<file path="src/rtl/cc_ser_pkg.sv">
// rtl/cc_ser_pkg.sv - shared defaults, slot layout and burst-length helpers for cc_burst_serializer
package cc_ser_pkg;

  localparam int DEF_LINE_W = 512;
  localparam int DEF_BEAT_W = 64;
  localparam int DEF_ID_W   = 4;

  function automatic int ofs_w(input int line_w, input int beat_w);
    return $clog2(line_w / beat_w);
  endfunction

  localparam int DEF_OFS_W = ofs_w(DEF_LINE_W, DEF_BEAT_W);

  // Matches the FIFO word layout {id, wrap, start_beat, line} for the default sizes.
  typedef struct packed {
    logic [DEF_ID_W-1:0]   id;
    logic                  wrap;
    logic [DEF_OFS_W-1:0]  start;
    logic [DEF_LINE_W-1:0] line;
  } slot_t;

  function automatic int burst_len(input int beats, input logic wrap, input int start);
    return wrap ? beats : beats - start;
  endfunction

endpackage

</file>
<file path="src/rtl/cc_burst_serializer_if.sv">
// rtl/cc_burst_serializer_if.sv - response-FIFO pop side and R-channel beat side of the serializer
interface cc_burst_serializer_if #(
  parameter int LINE_W = cc_ser_pkg::DEF_LINE_W,
  parameter int BEAT_W = cc_ser_pkg::DEF_BEAT_W,
  parameter int ID_W   = cc_ser_pkg::DEF_ID_W
);
  localparam int OFS_W  = cc_ser_pkg::ofs_w(LINE_W, BEAT_W);
  localparam int FIFO_W = ID_W + 1 + OFS_W + LINE_W;

  logic              fifo_empty;
  logic [FIFO_W-1:0] fifo_rdata;
  logic              fifo_rden;
  logic [ID_W-1:0]   rid;
  logic [BEAT_W-1:0] rdata;
  logic              rlast;
  logic              rvalid;
  logic              rready;

  modport master (
    input  fifo_empty, fifo_rdata, rready,
    output fifo_rden, rid, rdata, rlast, rvalid
  );

  modport slave (
    output fifo_empty, fifo_rdata, rready,
    input  fifo_rden, rid, rdata, rlast, rvalid
  );
endinterface

</file>
<file path="src/rtl/cc_ser_slot.sv">
// rtl/cc_ser_slot.sv - one ping-pong entry: holds a tagged line and selects beat (start+cnt) mod BEATS
module cc_ser_slot
  import cc_ser_pkg::*;
#(
  parameter int LINE_W = DEF_LINE_W,
  parameter int BEAT_W = DEF_BEAT_W,
  parameter int ID_W   = DEF_ID_W,
  parameter int OFS_W  = ofs_w(LINE_W, BEAT_W)
) (
  input  logic                            clk,
  input  logic                            load_i,
  input  logic [ID_W+1+OFS_W+LINE_W-1:0]  word_i,
  input  logic [OFS_W-1:0]                cnt_i,
  output logic [ID_W-1:0]                 id_o,
  output logic                            wrap_o,
  output logic [OFS_W-1:0]                start_o,
  output logic [BEAT_W-1:0]               beat_o
);

  typedef struct packed {
    logic [ID_W-1:0]   id;
    logic              wrap;
    logic [OFS_W-1:0]  start;
    logic [LINE_W-1:0] line;
  } entry_t;

  entry_t           slot_q;
  logic [OFS_W-1:0] idx;

  always_ff @(posedge clk) begin
    if (load_i) slot_q <= word_i;
  end

  // OFS_W-bit add wraps naturally at BEATS.
  assign idx     = slot_q.start + cnt_i;
  assign beat_o  = slot_q.line[idx*BEAT_W +: BEAT_W];
  assign id_o    = slot_q.id;
  assign wrap_o  = slot_q.wrap;
  assign start_o = slot_q.start;

endmodule

</file>
<file path="src/rtl/cc_burst_serializer.sv">
// rtl/cc_burst_serializer.sv - pops tagged cache lines and emits them as wrap/incr R-channel bursts
module cc_burst_serializer
  import cc_ser_pkg::*;
#(
  parameter int LINE_W = DEF_LINE_W,
  parameter int BEAT_W = DEF_BEAT_W,
  parameter int ID_W   = DEF_ID_W
) (
  input  logic                  clk,
  input  logic                  rst,
  cc_burst_serializer_if.master bus
);

  localparam int BEATS = LINE_W / BEAT_W;
  localparam int OFS_W = ofs_w(LINE_W, BEAT_W);

  logic [1:0]       occ_q, occ_d;
  logic             wr_ptr_q, wr_ptr_d;
  logic             rd_ptr_q, rd_ptr_d;
  logic [OFS_W:0]   cnt_q, cnt_d;

  logic             pop, rvalid, hs, last, done;
  logic [ID_W-1:0]  id_s    [2];
  logic             wrap_s  [2];
  logic [OFS_W-1:0] start_s [2];
  logic [BEAT_W-1:0] beat_s [2];

  for (genvar g = 0; g < 2; g++) begin : g_slot
    cc_ser_slot #(
      .LINE_W(LINE_W), .BEAT_W(BEAT_W), .ID_W(ID_W), .OFS_W(OFS_W)
    ) u_slot (
      .clk    (clk),
      .load_i (pop && (wr_ptr_q == 1'(g))),
      .word_i (bus.fifo_rdata),
      .cnt_i  (cnt_q[OFS_W-1:0]),
      .id_o   (id_s[g]),
      .wrap_o (wrap_s[g]),
      .start_o(start_s[g]),
      .beat_o (beat_s[g])
    );
  end

  // rst gates the outputs so nothing is popped or presented while reset is held.
  assign pop    = !rst && !bus.fifo_empty && (occ_q < 2'd2);
  assign rvalid = !rst && (occ_q != 2'd0);
  assign hs     = rvalid && bus.rready;
  assign last   = (int'(cnt_q) ==
                   burst_len(BEATS, wrap_s[rd_ptr_q], int'(start_s[rd_ptr_q])) - 1);
  assign done   = hs && last;

  always_comb begin
    occ_d    = occ_q;
    wr_ptr_d = wr_ptr_q;
    rd_ptr_d = rd_ptr_q;
    cnt_d    = cnt_q;
    if (pop) wr_ptr_d = ~wr_ptr_q;
    if (hs)  cnt_d = cnt_q + 1'b1;
    if (done) begin
      cnt_d    = '0;
      rd_ptr_d = ~rd_ptr_q;
    end
    occ_d = occ_q + {1'b0, pop} - {1'b0, done};
  end

  always_ff @(posedge clk) begin
    if (rst) begin
      occ_q    <= '0;
      wr_ptr_q <= 1'b0;
      rd_ptr_q <= 1'b0;
      cnt_q    <= '0;
    end else begin
      occ_q    <= occ_d;
      wr_ptr_q <= wr_ptr_d;
      rd_ptr_q <= rd_ptr_d;
      cnt_q    <= cnt_d;
    end
  end

  assign bus.fifo_rden = pop;
  assign bus.rvalid    = rvalid;
  assign bus.rlast     = rvalid && last;
  assign bus.rid       = rvalid ? id_s[rd_ptr_q] : '0;
  assign bus.rdata     = rvalid ? beat_s[rd_ptr_q] : '0;

endmodule
</file>
<file path="src/flat_wrapper.sv">
// flat-port wrapper written by rule: the top's interface ports become plain ports
module cc_burst_serializer_flat import cc_ser_pkg::*;
#(
  parameter int LINE_W = DEF_LINE_W,
  parameter int BEAT_W = DEF_BEAT_W,
  parameter int ID_W   = DEF_ID_W
)
  (clk, rst, bus_fifo_empty, bus_fifo_rdata, bus_rready, bus_fifo_rden, bus_rid, bus_rdata, bus_rlast, bus_rvalid);
  cc_burst_serializer_if #(.LINE_W(LINE_W), .BEAT_W(BEAT_W), .ID_W(ID_W)) bus_i ();
  input  logic clk;
  input  logic rst;
  input wire logic [$bits(bus_i.fifo_empty)-1:0] bus_fifo_empty;
  input wire logic [$bits(bus_i.fifo_rdata)-1:0] bus_fifo_rdata;
  input wire logic [$bits(bus_i.rready)-1:0] bus_rready;
  output wire logic [$bits(bus_i.fifo_rden)-1:0] bus_fifo_rden;
  output wire logic [$bits(bus_i.rid)-1:0] bus_rid;
  output wire logic [$bits(bus_i.rdata)-1:0] bus_rdata;
  output wire logic [$bits(bus_i.rlast)-1:0] bus_rlast;
  output wire logic [$bits(bus_i.rvalid)-1:0] bus_rvalid;
  assign bus_i.fifo_empty = bus_fifo_empty;
  assign bus_i.fifo_rdata = bus_fifo_rdata;
  assign bus_i.rready = bus_rready;
  assign bus_fifo_rden = bus_i.fifo_rden;
  assign bus_rid = bus_i.rid;
  assign bus_rdata = bus_i.rdata;
  assign bus_rlast = bus_i.rlast;
  assign bus_rvalid = bus_i.rvalid;
  cc_burst_serializer #(.LINE_W(LINE_W), .BEAT_W(BEAT_W), .ID_W(ID_W)) u_core (.clk(clk), .rst(rst), .bus(bus_i));
endmodule
</file>
<file path="config.mk">
export PLATFORM = sky130hd
export DESIGN_NAME = cc_burst_serializer_flat
export DESIGN_NICKNAME = d
export VERILOG_FILES = /design/src/rtl/cc_ser_pkg.sv /design/src/rtl/cc_burst_serializer_if.sv /design/src/rtl/cc_ser_slot.sv /design/src/rtl/cc_burst_serializer.sv /design/src/flat_wrapper.sv
export SDC_FILE = /design/constraint.sdc
export NUM_CORES = 1
export LEC_CHECK = 0
export ABC_AREA = 1
export CAP_MARGIN = 20
export CORE_MARGIN = 2
export CORE_UTILIZATION = 45
export CTS_CLUSTER_DIAMETER = 60
export DETAILED_ROUTE_END_ITERATION = 6
export DONT_BUFFER_PORTS = 1
export SLEW_MARGIN = 40
export SYNTH_ARGS = -nofsm -noshare
export SYNTH_HDL_FRONTEND = slang
export SYNTH_HIERARCHICAL = 1
export SYNTH_SLANG_ARGS = --single-unit
</file>
<file path="constraint.sdc">
create_clock -name clk -period 29.9 [get_ports clk]
set_clock_uncertainty 0.2 [all_clocks]
set_input_delay 5.98 -clock clk [delete_from_list [all_inputs] [get_ports clk]]
set_output_delay 5.98 -clock clk [all_outputs]
set_load 0.01 [all_outputs]
</file>
==> flow_metrics.env, run 1 <==
export IMPL_die_y_um=328
export IMPL_min_from="u_core/occ_q[1]"
export IMPL_grt_usage=0.240
export IMPL_cts_tree="yes"
export IMPL_synth_fp_nets=5494
export IMPL_pwr_density_cell_nw_per_um2=63.5
export IMPL_synth_area_top_cells="edfxtp_1 (66%), nand2_1 (16%), inv_1 (8.9%), nand3_1 (5.5%), buf_2 (1.5%)"
export IMPL_clk_latency_ns=0.71
export IMPL_setup_tns_ns=0
export IMPL_cts_root_buf="clkbuf_16"
export IMPL_hold_class="flop to flop"
export IMPL_cts_hold_fix_buffers=0
export IMPL_drive_gt1_frac=0.0447
export IMPL_routed_wl_mm=132
export IMPL_hpwl_mm=79.0
export IMPL_synth_cell_type_count=28
export IMPL_synth_top_cell_area_share=0.659
export IMPL_crit_chain="inv_2 > o21ai_0 > inv_6 > nand2_1 > inv_1"
export IMPL_synth_area_leader_cell="edfxtp_1"
export IMPL_cp_start_kind="primary input"
export IMPL_placed_area_um2=48400
export IMPL_htreeDepth=3
export IMPL_p_leak_nw=24.3
export IMPL_area_sequential_um2=31400
export IMPL_grt_pass1_vias=30000
export IMPL_path_delay_family="buffers and inverters"
export IMPL_antenna_found_initial=20
export IMPL_cp_required_ns=23.72
export IMPL_period_needed_ns=13.46
export IMPL_die_x_um=328
export IMPL_r2r_start="u_core/occ_q[1]"
export IMPL_finalHoldViolations=0
export IMPL_core_um2=105000
export IMPL_max_freq_mhz=74.3
export IMPL_final_util=0.497
export IMPL_gp_congestion=0.839
export IMPL_cp_startpoint="rst"
export IMPL_cpPeakStageDelay_ns=0.58
export IMPL_drtIter0Drc=2676
export IMPL_finalNonFillerCells=6391
export IMPL_vias_per_cell=4.93
export IMPL_cts_resized=0
export IMPL_worst_pin_slew_ns=0.854
export IMPL_clock_sinks=1048
export IMPL_area_growth_pct=10.1
export IMPL_cts_setup_buffers=0
export IMPL_seq_area_frac_synth=0.663
export IMPL_syn_area_um2=47400
export IMPL_crit_buf_inv=3
export IMPL_drc_errors=0
export IMPL_dp_cells=6159
export IMPL_antenna_left=0
export IMPL_synth_warnings=6
export IMPL_slew_headroom=0.431
export IMPL_setup_violations=0
export IMPL_die_area_um2=108000
export IMPL_drv_slew=0
export IMPL_r2r_setup_slack_ns=24.96
export IMPL_avgSynthCellArea_um2=9.55
export IMPL_min_period_over_period=0.450
export IMPL_synthCells=4960
export IMPL_wl_per_cell_um=20.7
export IMPL_fin_nets=5418
export IMPL_vdd_drop_max_v=0.0000483
export IMPL_initial_core_util=0.452
export IMPL_firstDrtPassIters=5
export IMPL_synth_seq_cells=1048
export IMPL_crit_fanout=70
export IMPL_grt_max_degree=147
export IMPL_portBuffers=0
export IMPL_grt_overflow_total=0
export IMPL_rr_worst_depth=7
export IMPL_multi_input_area_um2=10500
export IMPL_vias=31500
export IMPL_timing_worst_setup_path_type="primary input to output pin"
export IMPL_crit_path_end_kind="output pin"
export IMPL_rsz0062_at_grt="no"
export IMPL_status="complete, no violations"
export IMPL_slowest_stage="inv_6"
export IMPL_io_pins=595
export IMPL_grt_pass1_wl_mm=192
export IMPL_regToRegEndpoint="u_core/g_slot[1].u_slot/slot_q[252]"
export IMPL_fin_area_um2=52100
export IMPL_path_clk_slew_ns=0.06
export IMPL_numCtsBuffers=112
export IMPL_hold_path_depth=1
export IMPL_clock_path_buffers=3
export IMPL_rows=119
export IMPL_min_to="u_core/occ_q[1]"
export IMPL_nFillCells=9602
export IMPL_drv_cap=0
export IMPL_arrival_ns=7.28
synth_stat cells:
master,count
ha_1,8
nor2_1,8
xnor2_1,1
fa_1,2
a21oi_2,1
nand2_2,4
o21ai_1,1
o21ai_0,3
edfxtp_1,1040
inv_2,7
buf_6,4
inv_1,1124
o21ai_2,1
nand3_1,518
buf_2,144
or2_2,1
clkbuf_1,16
xor2_1,2
nand4_1,4
nand3b_1,1
nor3_1,1
dfxtp_1,8
nand3_2,4
buf_4,63
nor3b_1,1
nand2_1,1986
buf_1,3
a21oi_1,4
per-layer routing:
layer  GRT usage  vias to the layer above  routed length, um
li1            -                    15100                  -
met1       0.305                    15000              52700
met2       0.388                     1160              63100
met3      0.0753                      214              13000
met4      0.0808                       18               3250
met5           0                        -                136
logic make-up (layout without fill, tap and decap cells):
group / after synthesis / count (layout) / share of synthesized area
xor+xnor: 3 / 3 / 0.000555
fa+ha+maj: 10 / 10 / 0.00296
compound gates: 10 / 10 / 0.00122
buf+inv: 1361 / 1372 / 0.117
simple gates: 2528 / 2528 / 0.215
other cells: 0 / 29 / 0
flops: 1048 / 1048 / 0.663
through the flow:
| step | setup WS, ns | total power [W] | hold WS (ns) |
|---|---|---|---|
| 5_1_grt | 16.38 | 0.00342 | 0.292 |
| 2_1_floorplan | 0.195 | 0.00194 | 0.240 |
| 3_3_place_gp | 16.45 | 0.00197 | 0.267 |
| 4_1_cts | 16.50 | 0.00333 | 0.279 |
| 6_report | 16.44 | 0.00331 | 0.281 |
| 3_5_place_dp | 16.50 | 0.00197 | 0.270 |
cell type report:
class / instances / area share
Sequential cell: 1048 / 0.602
Multi-Input combinational cell: 2551 / 0.201
Inverter: 1131 / 0.0822
Clock buffer: 136 / 0.0561
Tap cell: 1391 / 0.0334
Clock inverter: 65 / 0.0133
Timing Repair Buffer: 40 / 0.0102
Antenna cell: 29 / 0.00139
worst max-delay path by stage:
stage                                           end  slack (ns)  cells after the start
floorplan           u_core/g_slot[1].u_slot/id_o[0]        0.20                      3
global placement                         bus_rid[1]       16.45                      5
detailed placement                    bus_rdata[47]       16.50                      5
CTS                                   bus_rdata[47]       16.50                      5
global route                             bus_rid[1]       16.38                      5
finish                                bus_rdata[47]       16.44                      5
power by group:
group	leakage [nW]	switching, W	internal [W]
Combinational	13.0	0.000190	0.0000661
Clock	1.76	0.000579	0.000791
Sequential	9.60	0.0000109	0.00167
flip-flops by register name (all words and copies together), names as in the netlist:
name	count
u_core/g_slot.u_slot/slot_q	1024
u_core/g_slot.u_slot/id_o	8
u_core/g_slot.u_slot/start_o	6
u_core/cnt_q	4
u_core/g_slot.u_slot/wrap_o	2
u_core/occ_q	2
u_core/rd_ptr_q	1
u_core/wr_ptr_q	1
placed cells by master (no fill, tap or decap), drive strengths merged, types with 11 or more instances in the layout:
master,instances
nand2,1990
inv,1139
edfxtp,1040
nand3,522
clkbuf,136
clkinv,44
buf,40
diode,29
bufinv,11
Note: power is estimated with default switching activity, not from simulation.
==> run 2: changes to the inputs <==
==> constraint.sdc (replaced) <==
create_clock -name clk -period 11.2 [get_ports clk]
set_clock_uncertainty 0.2 [all_clocks]
set_input_delay 2.24 -clock clk [delete_from_list [all_inputs] [get_ports clk]]
set_output_delay 2.24 -clock clk [all_outputs]
set_load 0.01 [all_outputs]
==> run 2 against run 1 <==
Effect of this change: final area down 0.42%; critical path depth up 8; utilization down 0.21 points; total power rose to 2.6 times the previous value; wire length up 1.2%; die area unchanged; global-route usage up 0.38 points; non-clock buffer count up 2.
==> flow_metrics.env, run 2 (synthesized netlist as in run 1, its figures left out) <==
export IMPL_status="complete, no violations"
export IMPL_hold_class="flop to flop"
export IMPL_cp_common_cell="nand2_1"
export IMPL_grt_overflow_total=0
export IMPL_die_area_um2=108000
export IMPL_cts_resized=0
export IMPL_antenna_left=0
export IMPL_vias=31600
export IMPL_wl_per_cell_um=21.0
export IMPL_placed_area_um2=48500
export IMPL_firstDrtPassIters=7
export IMPL_drtIter0Drc=2661
export IMPL_p_leak_nw=24.2
export IMPL_finalHoldViolations=0
export IMPL_htreeDepth=3
export IMPL_vias_per_cell=4.95
export IMPL_max_freq_mhz=145
export IMPL_numCtsBuffers=111
export IMPL_arrival_ns=4.45
export IMPL_die_x_um=328
export IMPL_core_um2=105000
export IMPL_final_util=0.495
export IMPL_clock_path_buffers=3
export IMPL_drv_cap=0
export IMPL_setup_violations=0
export IMPL_hpwl_mm=81.2
export IMPL_grt_pass1_wl_mm=194
export IMPL_slew_headroom=0.402
export IMPL_vdd_drop_max_v=0.000139
export IMPL_portBuffers=0
export IMPL_mostFrequentLayoutCell="nand2_1"
export IMPL_place_ws_ns=4.74
export IMPL_antenna_found_initial=28
export IMPL_drc_errors=0
export IMPL_cp_required_ns=8.76
export IMPL_drv_slew=0
export IMPL_grt_max_degree=132
export IMPL_pwr_density_cell_nw_per_um2=166
export IMPL_largest_register_ffs=1024
export IMPL_cts_hold_fix_buffers=0
export IMPL_slowest_stage="fa_4"
export IMPL_routed_wl_mm=134
export IMPL_worst_pin_slew_ns=0.897
export IMPL_rows=119
export IMPL_hold_path_depth=1
export IMPL_setup_ws_ns=4.31
export IMPL_timing_worst_setup_path_type="flop to output pin"
export IMPL_cp_start_kind="flop"
export IMPL_regMostFlops="u_core/g_slot.u_slot/slot_q"
export IMPL_fin_nets=5419
export IMPL_gp_congestion=0.825
export IMPL_die_y_um=328
export IMPL_cts_tree="yes"
export IMPL_path_clk_slew_ns=0.06
export IMPL_cts_setup_buffers=0
export IMPL_grt_pass1_vias=30100
export IMPL_initial_core_util=0.452
export IMPL_timing_hold_ws_ns=0.374
export IMPL_min_period_over_period=0.615
export IMPL_cpPeakStageDelay_ns=0.90
export IMPL_layout_common_cells="nand2_1 (1983), inv_1 (1122), edfxtp_1 (1040), nand3_1 (518), clkbuf_16 (112)"
export IMPL_fin_area_um2=51900
export IMPL_area_growth_pct=9.63
export IMPL_io_pins=595
export IMPL_rsz0062_at_grt="no"
export IMPL_crit_path_end_kind="output pin"
export IMPL_grt_usage=0.243
export IMPL_crit_fanout=76
export IMPL_period_needed_ns=6.89
export IMPL_rr_worst_depth=23
export IMPL_cts_root_buf="clkbuf_16"
export IMPL_clk_latency_ns=0.70
export IMPL_crit_chain="ha_4 > inv_1 > fa_4 > inv_8 > buf_6 > nand3_1 > nand2_1 > nand2_1 > nand2_1 > nand2_1 > nand2_1 > nand2_1 > inv_1"
export IMPL_setup_tns_ns=0
export IMPL_clock_sinks=1048
export IMPL_drive_gt1_frac=0.0456
## run 2: changes by cell type in the layout (fill, tap and decap cells not counted), moves of 2 or more
cell,previous run,this run
buf_12,5,7
buf_4,11,15
buf_6,19,15
bufinv_16,11,6
clkbuf_1,21,25
clkbuf_8,3,0
clkinv_1,28,22
clkinv_2,13,26
diode_2,29,16
inv_16,3,1
inv_8,7,3
## run 2: worst max-delay path, delay by kind of cell, from the launching register on
kind | cells | cell delay (ns)
buffers and inverters | 4 | 1.37
and+or+nand+nor | 7 | 0.68
DFF | 1 | 0.53
adders and majority gates | 2 | 1.08
## run 2: where the power goes
| group | switching, W | internal [W] | total [W] |
|---|---|---|---|
| combinational | 0.000502 | 0.000177 | 0.000680 |
| sequential | 0.0000290 | 0.00447 | 0.00450 |
| clock | 0.00150 | 0.00197 | 0.00347 |
| total | 0.00203 | 0.00661 | 0.00864 |
## run 2: worst paths after layout
path,from,slack [ns],endpoint
hold / removal,u_core/occ_q[1],0.37,u_core/occ_q[1]
setup reg to reg,u_core/rd_ptr_q,6.86,u_core/occ_q[1]
hold reg to reg,u_core/occ_q[1],0.37,u_core/occ_q[1]
setup / recovery,u_core/cnt_q[0],4.31,bus_rdata[14]
## run 2: metal layers
layer / vias up / wire (um) / track usage
met5: - / 243 / 0
met4: 34 / 4120 / 0.0774
met3: 259 / 13800 / 0.0790
met2: 1257 / 63500 / 0.397
met1: 14900 / 52200 / 0.307
li1: 15100 / - / -
## run 2: per-stage QoR
stage               std cells  total power, W
floorplan                4960         0.00509
global placement         6156         0.00525
detailed placement       6163         0.00526
CTS                      6364         0.00870
global route             6368         0.00893
finish                   6380         0.00864
## run 2: cell type report
cell class              count  area (um2)
diodes                     16        40.0
fillers                  9602       52900
multi-input cells        2551       10500
well taps                1391        1740
flip-flops and latches   1048       31400
clock inverters            64         498
repair buffers             42         559
inverters                1131        4290
clock buffers             137        2900
